`config.mk`:
```
export PLATFORM = sky130hd
export DESIGN_NAME = ps2_host_tx_flat
export DESIGN_NICKNAME = d
export VERILOG_FILES = /design/src/rtl/ps2_host_tx_if.sv /design/src/rtl/ps2_host_tx.sv /design/src/flat_wrapper.sv
export SDC_FILE = /design/constraint.sdc
export NUM_CORES = 1
export LEC_CHECK = 0
export ABC_AREA = 0
export CORE_MARGIN = 2
export CORE_UTILIZATION = 25
export CTS_CLUSTER_SIZE = 14
export DETAILED_ROUTE_END_ITERATION = 6
export SETUP_SLACK_MARGIN = 0.15
export SYNTH_ARGS = -nofsm -noshare
export SYNTH_HDL_FRONTEND = slang
export SYNTH_SLANG_ARGS = --single-unit
```
`constraint.sdc`:
```
create_clock -name clk -period 2.41 [get_ports clk]
set_clock_uncertainty 0.2 [all_clocks]
set_input_delay 0.241 -clock clk [delete_from_list [all_inputs] [get_ports clk]]
set_output_delay 0.241 -clock clk [all_outputs]
set_load 0.05 [all_outputs]
```
`src/rtl/ps2_host_tx_if.sv`:
```
// ps2_host_tx_if: command handshake and status bundle between the command register and ps2_host_tx.
interface ps2_host_tx_if;
  logic [7:0] tx_data;
  logic       tx_valid;
  logic       tx_ready;
  logic       busy;
  logic       tx_done;
  logic       tx_error;
  logic       decoder_inhibit;

  modport master (
    output tx_data, tx_valid,
    input  tx_ready, busy, tx_done, tx_error, decoder_inhibit
  );

  modport slave (
    input  tx_data, tx_valid,
    output tx_ready, busy, tx_done, tx_error, decoder_inhibit
  );
endinterface

```
`src/rtl/ps2_host_tx.sv`:
```
// ps2_host_tx: PS/2 host-to-device command transmitter driving open-collector pull-low enables.
// Define PS2_TX_RESEND_EN to retry a NACKed or timed-out frame up to MAX_RETRY times.
module ps2_host_tx #(
  parameter int unsigned INHIBIT_CYCLES      = 5000,
  parameter int unsigned REQ_TIMEOUT_CYCLES  = 750000,
  parameter int unsigned XFER_TIMEOUT_CYCLES = 100000,
  parameter int unsigned SYNC_STAGES         = 2,
  parameter int unsigned MAX_RETRY           = 2
) (
  input  logic         clk,
  input  logic         reset,
  ps2_host_tx_if.slave bus,
  input  logic         ps2_clk_async,
  input  logic         ps2_data_async,
  output logic         ps2_clk_oe,
  output logic         ps2_data_oe
);

  localparam int unsigned TimerMax = (INHIBIT_CYCLES > REQ_TIMEOUT_CYCLES) ?
                                     INHIBIT_CYCLES : REQ_TIMEOUT_CYCLES;
  localparam int unsigned TimerW   = $clog2(TimerMax + 1);
  localparam int unsigned XferW    = $clog2(XFER_TIMEOUT_CYCLES + 1);

  localparam logic [TimerW-1:0] InhLast  = TimerW'(INHIBIT_CYCLES - 1);
  localparam logic [TimerW-1:0] ReqLast  = TimerW'(REQ_TIMEOUT_CYCLES - 1);
  localparam logic [XferW-1:0]  XferLast = XferW'(XFER_TIMEOUT_CYCLES - 1);
  localparam logic [XferW-1:0]  XferMax  = XferW'(XFER_TIMEOUT_CYCLES);

  if (SYNC_STAGES < 2 || INHIBIT_CYCLES == 0 || REQ_TIMEOUT_CYCLES == 0 ||
      XFER_TIMEOUT_CYCLES == 0 || MAX_RETRY > 255) begin : g_param_check
    $error("ps2_host_tx: illegal parameter value");
  end

  typedef enum logic [2:0] {
    StIdle, StInhibit, StReq, StData, StAck, StWaitIdle, StDone, StError
  } state_e;

  state_e state_q, state_d;

  logic [SYNC_STAGES-1:0] clk_sync_q, data_sync_q;
  logic                   clk_prev_q;
  logic                   sync_clk, sync_data, clk_fall;
  logic [9:0]             shift_q;
  logic [3:0]             idx_q;
  logic [TimerW-1:0]      timer_q, timer_lim;
  logic [XferW-1:0]       xfer_q;
  logic                   data_low_q;
  logic                   accept, fail;

  assign sync_clk  = clk_sync_q[SYNC_STAGES-1];
  assign sync_data = data_sync_q[SYNC_STAGES-1];
  assign clk_fall  = clk_prev_q & ~sync_clk;
  assign accept    = (state_q == StIdle) & bus.tx_valid;

  // Idle PS/2 lines sit high, so the chain resets to 1 to avoid a phantom falling edge.
  always_ff @(posedge clk or posedge reset) begin
    if (reset) begin
      clk_sync_q  <= '1;
      data_sync_q <= '1;
      clk_prev_q  <= 1'b1;
    end else begin
      clk_sync_q  <= {clk_sync_q[SYNC_STAGES-2:0], ps2_clk_async};
      data_sync_q <= {data_sync_q[SYNC_STAGES-2:0], ps2_data_async};
      clk_prev_q  <= sync_clk;
    end
  end

`ifdef PS2_TX_RESEND_EN
  localparam int unsigned RetryW = (MAX_RETRY > 0) ? $clog2(MAX_RETRY + 1) : 1;
  logic [RetryW-1:0] retry_q;
  logic              can_retry;

  assign can_retry = retry_q < RetryW'(MAX_RETRY);

  always_ff @(posedge clk or posedge reset) begin
    if (reset) begin
      retry_q <= '0;
    end else if (accept) begin
      retry_q <= '0;
    end else if (fail && can_retry) begin
      retry_q <= retry_q + 1'b1;
    end
  end
`endif

  always_ff @(posedge clk or posedge reset) begin
    if (reset) begin
      state_q <= StIdle;
    end else begin
      state_q <= state_d;
    end
  end

  always_comb begin
    state_d = state_q;
    fail    = 1'b0;
    unique case (state_q)
      StIdle:    if (bus.tx_valid) state_d = StInhibit;
      StInhibit: if (timer_q == InhLast) state_d = StReq;
      StReq: begin
        if (clk_fall) state_d = StData;
        else if (timer_q == ReqLast) fail = 1'b1;
      end
      StData: begin
        if (xfer_q == XferLast) fail = 1'b1;
        else if (clk_fall && idx_q == 4'd9) state_d = StAck;
      end
      StAck: begin
        if (xfer_q == XferLast) fail = 1'b1;
        else if (clk_fall) begin
          if (sync_data) fail = 1'b1;
          else state_d = StWaitIdle;
        end
      end
      StWaitIdle: begin
        if (xfer_q == XferLast) fail = 1'b1;
        else if (sync_clk && sync_data) state_d = StDone;
      end
      StDone, StError: state_d = StIdle;
      default:         state_d = StIdle;
    endcase
    if (fail) begin
`ifdef PS2_TX_RESEND_EN
      state_d = can_retry ? StInhibit : StError;
`else
      state_d = StError;
`endif
    end
  end

  always_comb begin
    bus.tx_ready        = (state_q == StIdle);
    bus.busy            = (state_q != StIdle);
    bus.decoder_inhibit = (state_q != StIdle);
    bus.tx_done         = (state_q == StDone);
    bus.tx_error        = (state_q == StError);
    ps2_clk_oe          = (state_q == StInhibit);
    ps2_data_oe         = data_low_q & (state_q inside {StReq, StData, StAck});
  end

  assign timer_lim = (state_q == StInhibit) ? TimerW'(INHIBIT_CYCLES) :
                     (state_q == StReq)     ? TimerW'(REQ_TIMEOUT_CYCLES) : '0;

  always_ff @(posedge clk or posedge reset) begin
    if (reset) begin
      shift_q    <= '0;
      idx_q      <= '0;
      timer_q    <= '0;
      xfer_q     <= '0;
      data_low_q <= 1'b0;
    end else begin
      if (state_d != state_q) timer_q <= '0;
      else if (timer_q != timer_lim) timer_q <= timer_q + 1'b1;

      if (state_q == StReq && state_d == StData) begin
        xfer_q <= '0;
      end else if ((state_q inside {StData, StAck, StWaitIdle}) && xfer_q != XferMax) begin
        xfer_q <= xfer_q + 1'b1;
      end

      if (accept) shift_q <= {1'b1, ~^bus.tx_data, bus.tx_data};

      // Start bit goes out in the same cycle the clock line is released.
      if (state_q == StInhibit && state_d == StReq) data_low_q <= 1'b1;

      if (state_q == StReq && state_d == StData) begin
        data_low_q <= ~shift_q[0];
        idx_q      <= 4'd1;
      end else if (state_q == StData && clk_fall) begin
        data_low_q <= ~shift_q[idx_q];
        idx_q      <= idx_q + 1'b1;
      end
    end
  end

endmodule

```
`src/flat_wrapper.sv`:
```
// flat-port wrapper written by rule: the top's interface ports become plain ports
module ps2_host_tx_flat 
#(
  parameter int unsigned INHIBIT_CYCLES      = 5000,
  parameter int unsigned REQ_TIMEOUT_CYCLES  = 750000,
  parameter int unsigned XFER_TIMEOUT_CYCLES = 100000,
  parameter int unsigned SYNC_STAGES         = 2,
  parameter int unsigned MAX_RETRY           = 2
)
  (clk, reset, ps2_clk_async, ps2_data_async, ps2_clk_oe, ps2_data_oe, bus_tx_data, bus_tx_valid, bus_tx_ready, bus_busy, bus_tx_done, bus_tx_error, bus_decoder_inhibit);
  ps2_host_tx_if bus_i ();
  input  logic clk;
  input  logic reset;
  input  logic ps2_clk_async;
  input  logic ps2_data_async;
  output logic ps2_clk_oe;
  output logic ps2_data_oe;
  input wire logic [$bits(bus_i.tx_data)-1:0] bus_tx_data;
  input wire logic [$bits(bus_i.tx_valid)-1:0] bus_tx_valid;
  output wire logic [$bits(bus_i.tx_ready)-1:0] bus_tx_ready;
  output wire logic [$bits(bus_i.busy)-1:0] bus_busy;
  output wire logic [$bits(bus_i.tx_done)-1:0] bus_tx_done;
  output wire logic [$bits(bus_i.tx_error)-1:0] bus_tx_error;
  output wire logic [$bits(bus_i.decoder_inhibit)-1:0] bus_decoder_inhibit;
  assign bus_i.tx_data = bus_tx_data;
  assign bus_i.tx_valid = bus_tx_valid;
  assign bus_tx_ready = bus_i.tx_ready;
  assign bus_busy = bus_i.busy;
  assign bus_tx_done = bus_i.tx_done;
  assign bus_tx_error = bus_i.tx_error;
  assign bus_decoder_inhibit = bus_i.decoder_inhibit;
  ps2_host_tx #(.INHIBIT_CYCLES(INHIBIT_CYCLES), .REQ_TIMEOUT_CYCLES(REQ_TIMEOUT_CYCLES), .XFER_TIMEOUT_CYCLES(XFER_TIMEOUT_CYCLES), .SYNC_STAGES(SYNC_STAGES), .MAX_RETRY(MAX_RETRY)) u_core (.clk(clk), .reset(reset), .bus(bus_i), .ps2_clk_async(ps2_clk_async), .ps2_data_async(ps2_data_async), .ps2_clk_oe(ps2_clk_oe), .ps2_data_oe(ps2_data_oe));
endmodule
```
== After elaboration in Yosys (flattened, before gate mapping) ==
Cells that the tools add are included.

* $lt $le $gt $ge: 1
* Muxes and demuxes: 32
* Equality and inequality tests: 16
* Bitwise logic cells: 6
* Add/sub/neg operators: 3
* Reduce and logical (&&, ||, !) cells: 17

{| class="wikitable"
|+ Operator list
! cell !! number
|-
| 20-bit 2-to-1 mux || 4
|-
| 17-bit 2-to-1 mux || 2
|-
| 3-bit 2-to-1 mux || 11
|-
| 3-bit one-hot mux with 7 select lines || 1
|-
| 20-bit by 1-bit adder with 20-bit output (second input constant) || 1
|-
| 20-bit by 13-bit == test with 1-bit output (second input constant) || 1
|-
| 20-bit == test (second input constant) || 1
|-
| 20-bit inequality test || 1
|-
| 17-bit by 1-bit adder with 17-bit output (second input constant) || 1
|-
| 17-bit == test (second input constant) || 1
|-
| 17-bit inequality test (second input constant) || 1
|-
| 3-bit by 2-bit == test with 1-bit output (second input constant) || 4
|-
| 3-bit == test (second input constant) || 4
|-
| 3-bit nonzero test || 4
|-
| 1-bit 2-to-1 mux || 10
|-
| 4-bit 2-to-1 mux || 2
|-
| 8-bit XNOR reduction || 1
|-
| 1-bit logical AND || 6
|-
| 2-bit nonzero test || 3
|-
| 4-bit by 5-bit less-than comparator with 1-bit output (second input constant) || 1
|-
| 4-bit by 1-bit adder with 4-bit output (second input constant) || 1
|-
| 1-bit binary-select mux with 4-bit select || 1
|-
| 4-bit == test (second input constant) || 1
|-
| 2-bit OR reduction || 2
|-
| 6 further kinds || 10
|}

* Input bits: 13
* Word-level logic and storage cells: 84
* Flip-flop bits (word level): 60

== Longest topological paths before layout ==
Gate-level depths: netlist (run 1).

* Word-level depth: 12
* Mapped depth: 8
* Depth with buffers taken out: 7

== Worst setup path after synthesis (run 1) ==
No wires, ideal clock.

* Kind: reg-to-output
* Start point: register u_core.state_q[0]
* End point: output bus_decoder_inhibit
* Path buffers: 2
* Setup slack: -0.741 ns
* Data required time: 1.969 ns
* Stages on the path, launching flop included: 5
* Data arrival time: 2.710 ns
* Path through: dfrtp_1 > buf_4 > nor3_1 > inv_1 > buf_4

* Cells in the longest elaborated chain, start to end: 1

{| class="wikitable"
|+ RTL lines
! what !! RTL line !! text
|-
| from (decl) || ps2_host_tx.sv:38 || <nowiki>state_e state_q, state_d;</nowiki>
|-
| from (signal assigned) || ps2_host_tx.sv:88 || <nowiki>state_q <= StIdle;</nowiki>
|-
| from (signal assigned) || ps2_host_tx.sv:90 || <nowiki>state_q <= state_d;</nowiki>
|-
| 3-bit nonzero test || - ||
|-
| to (decl) || flat_wrapper.sv:24 || <nowiki>output wire logic [$bits(bus_i.decoder_inhibit)-1:0] bus_decoder_inhibit;</nowiki>
|}

No other way between the ends.

== Worst setup path after layout (run 1) ==
* Start point: register u_core.timer_q[4]
* End point: register u_core.timer_q[19]

* Cells in the longest elaborated chain, start to end: 7
* Elaborated cells on any way between the ends: 14

{| class="wikitable"
|+ RTL lines
! what !! RTL line !! text
|-
| from (decl) || ps2_host_tx.sv:45 || <nowiki>logic [TimerW-1:0] timer_q, timer_lim;</nowiki>
|-
| from (signal assigned) || ps2_host_tx.sv:153 || <nowiki>else if (timer_q != timer_lim) timer_q <= timer_q + 1'b1;</nowiki>
|-
| 20-bit == test || ps2_host_tx.sv:102 || <nowiki>else if (timer_q == ReqLast) fail = 1'b1;</nowiki>
|-
| 1-bit 2-to-1 mux || ps2_host_tx.sv:102 ||
|-
| 1-bit 2-to-1 mux || ps2_host_tx.sv:101 || <nowiki>if (clk_fall) state_d = StData;</nowiki>
|-
| 1-bit one-hot mux with 3 select lines || ps2_host_tx.sv:97 || <nowiki>unique case (state_q)</nowiki>
|-
| 3-bit 2-to-1 mux || ps2_host_tx.sv:122 || <nowiki>if (fail) begin</nowiki>
|-
| 3-bit inequality test || ps2_host_tx.sv:152 || <nowiki>if (state_d != state_q) timer_q <= '0;</nowiki>
|-
| 20-bit 2-to-1 mux or 2-bit nonzero test (tied branches) || - ||
|}

Parallel ways exist; a longest one is shown, timed or not. The select of a mux whose other input is x is not followed.
A chain may end at the register's enable or synchronous reset.

==> results by group, run 1 <==
Status
  – Status: finished clean

GRT
  – Global Route Usage Sum: 0.107
  – Vias in the first global route: 2618
  – Pin count of the biggest net entering global routing: 28
  – First-pass GRT wire length: 12.5 mm
  – Antenna violations before repair: 0
  – GRT overflow: 0

Final layout
  – Share of post-route cells with drive strength above 1: 0.234
  – Layout Nets: 399
  – Design area: 4330 sq um
  – Area grow syn2layout: 26.9%
  – Final core utilization: 0.326
  – Antenna Cells: 0
  – Non-Filler Instances: 560

Route
  – Drt drc: 0
  – Post-route antenna net violation count: 0
  – Routed len/inst: 13.7 um
  – DRT iter0 DRCs: 151
  – Drt total wl: 7.65 mm
  – Via count: 2677
  – First-pass DRT Iterations: 5
  – Vias/cell: 4.78

Synthesis
  – Post-synthesis compound-gate area fraction: 0.0638
  – Top_reg_cell synth: dfrtp_1
  – Synth Area in Simple Gates: 0.271
  – Largest family of logic cells by synthesized area: simple AND/OR/NAND/NOR gates
  – Average size of a mapped cell: 9.92 sq um
  – EDFF count, synth: 0
  – Post-synthesis cell type count: 58
  – Fraction of registers with async set/reset: 1.00
  – Post-synthesis mux area share: 0.0524
  – Adder-Cell Fraction of Synth Area: 0.0220
  – Syn_nets: 363
  – Synth area leader: dfrtp_1
  – Post-Syn Area: 3410 sq um
  – Most common cell in the synthesized netlist: dfrtp_1
  – Xor-xnor portion of the synthesized cell area: 0.105
  – Sequential fraction of the synthesis area: 0.442
  – Synth Warn #: 0
  – Synth top cells by count: 55 x dfrtp_1, 32 x nor2_1, 21 x nor3_1, 21 x xor2_1, 20 x xnor2_1
  – Yosys reg bits: 60
  – Post-synth top area share: 0.403
  – Top cells by area, synth: dfrtp_1 40%, xor2_1 5.4%, xnor2_1 5.1%
  – Mapped Cells: 344

STA
  – Setup TNS: 0 ns
  – Slew Limit Fails: 0
  – WHS: 0.0652 ns
  – Minimum clock period: 2.28 ns
  – Setup violations, final: 0
  – Endpoints failing hold: 0
  – Slew margin rel.: 0.652
  – RSZ-0062 raised after global routing: true
  – Least-Margin Pin Slew: 0.521 ns
  – Period utilization: 0.946
  – Fmax: 439 MHz

Power and ir drop
  – Total internal power: 1.73 mW
  – Net Sw Frac: 0.214
  – Power Density: 509 nW/um^2
  – Comb power frac: 0.033
  – Reg power frac: 0.462
  – Clock Power Share: 0.505
  – Leak Pwr: 1.84 nW
  – Maximum vdd drop: 413 uV
  – Sw Pwr: 472 uW

Floorplanning
  – Die Area: 14600 sq um
  – Die width: 121 um
  – Die Height: 121 um
  – # IOs: 20
  – # rows: 42
  – Initial Util: 0.257
  – Core Region: 13300 sq um

Place
  – Placed cell areas: 3870 sq um
  – Placed Cells: 534
  – GPL Wtd Cong: 0.824
  – Port Buf Inserts: 19
  – Dpl hpwl: 5.26 mm

Worst setup path
  – Critical Path Start Type: flop
  – Critical path type: reg -> reg
  – Worst endpoint required time: 2.41 ns
  – Peak fanout along the critical path: 10
  – Worst Path Arrival: 2.28 ns
  – Critical path capture point type: flop
  – R2r worst-path depth: 6

Clock network
  – Number of buffers created by CTS: 9
  – Root Buffer: clkbuf_16
  – TritonCTS Sinks: 60
  – CTS tree: done
  – Bufs on Longest Clock Path: 2
  – Hold Buf Count CTS: 0
  – H-tree depth reported by CTS: 3
  – Worst skew pair latency: 0.33 ns
  – CTS clock-pin slew for the worst setup and hold paths: 0.05 ns

Flow run
  – Max Cap Viol: 0

Worst hold path
  – Worst hold path class: in -> async
[repair_timing]
item / in CTS / in global routing
setup endpoints to repair: 13 / 25
pin swaps: 3 / 4
cloned: 0 / 2
resized for setup: 4 / 20
setup buffers: 2 / 7
[critical path, cell delays in order (launching register included)]
cell and delay, ns:
dfrtp_1 0.47, nor4b_1 0.44, nand2_1 0.10, or4_4 0.58, nand3b_4 0.13, clkbuf_16 0.18
nor3_1 0.06
[flip-flops by register name (all words and copies together), names as in the netlist]
name	count
u_core.timer_q	20
u_core.xfer_q	17
u_core.shift_q	10
u_core.idx_q	4
u_core.state_q	3
u_core.clk_sync_q	2
u_core.data_sync_q	2
u_core.clk_prev_q	1
u_core.data_low_q	1
[cell usage in the layout, fill, tap and decap left out, types with 2 or more instances in the layout]
cell type | Yosys | layout
a211oi_1 | 2 | 2
a21oi_1 | 7 | 7
and2_1 | 5 | 5
and3_1 | 8 | 8
and4_1 | 2 | 2
and4b_1 | 4 | 4
buf_12 | 0 | 4
buf_4 | 3 | 21
clkbuf_16 | 0 | 10
clkdlybuf4s50_1 | 0 | 12
clkinv_2 | 0 | 3
clkinvlp_4 | 0 | 2
dfrtp_1 | 55 | 52
dfrtp_2 | 0 | 3
dfstp_2 | 5 | 5
dlygate4sd2_1 | 0 | 2
ha_1 | 6 | 5
inv_1 | 14 | 13
mux2_2 | 11 | 11
mux4_2 | 2 | 2
nand2_1 | 17 | 17
nand2b_1 | 6 | 6
nand3_1 | 17 | 16
nand4_1 | 16 | 16
nor2_1 | 32 | 31
nor2b_1 | 6 | 4
nor2b_2 | 0 | 2
nor3_1 | 21 | 19
nor3_2 | 1 | 2
nor4b_1 | 4 | 3
nor4b_2 | 2 | 2
o211ai_1 | 2 | 2
o21ai_0 | 5 | 5
or3_1 | 6 | 6
or4_4 | 1 | 2
xnor2_1 | 20 | 20
xor2_1 | 21 | 21
[per-stage QoR]
stage	worst slack [ns]	total power, mW
2_1_floorplan	0.220	1.07
3_3_place_gp	0.129	1.11
3_5_place_dp	0.0858	1.11
4_1_cts	0.157	2.25
5_1_grt	0.0635	2.30
6_report	0.130	2.21
[cell type report]
class | count | area (sq um)
clock buffer | 10 | 229
clock inverter | 5 | 30.0
fill | 1337 | 8960
inverter | 14 | 52.6
multi-input combinational | 252 | 1870
sequential | 60 | 1510
tap | 176 | 220
timing repair buffer | 43 | 422
[metal layers]
metal	GRT usage	part of all wire	vias to the layer above	wire, um
met4	0.0422	0.017	0	128
met1	0.138	0.45	1298	3410
met2	0.166	0.47	75	3630
met3	0.0349	0.063	13	484
li1	-	-	1291	-
met5	0	0	-	0
[path summary, 6_finish.rpt]
check                                              to                  from  slack, ns
worst min register to register   u_core.clk_sync_q[1]  u_core.clk_sync_q[0]       0.15
worst max-delay path               u_core.timer_q[19]     u_core.timer_q[4]       0.13
max in group asynchronous        u_core.clk_sync_q[0]                 reset       1.35
worst max register to register     u_core.timer_q[19]     u_core.timer_q[4]       0.13
min in group clk                u_core.data_sync_q[0]        ps2_data_async       0.13
worst min-delay path                u_core.state_q[0]                 reset       0.07
[power groups by stage]
stage	Combinational, mW	Sequential [mW]	Clock, mW
floorplan	0.0367	1.03	0
global placement	0.0729	1.04	0
detailed placement	0.0748	1.04	0
CTS	0.0750	1.02	1.15
global route	0.0814	1.02	1.20
finish	0.0725	1.02	1.11
[cells by family (layout without fill, tap and decap cells)]
family                     Yosys count  in the layout
AOI/OAI and AO/OA                   30             30
xor gates and xnor gates            41             41
adders and majority gates            6              6
buffers and inverters               32             72
DFF                                 60             60
muxes                               14             14
and+or+nand+nor                    161            161
Note: power is estimated with default switching activity, not from simulation.
==> run 2, diff against run 1 <==
Settings changed: SKIP_LAST_GASP from default to 1.
==> results of run 2 <==
Same layout as run 1: the final DEF is identical, and so are final timing and power.
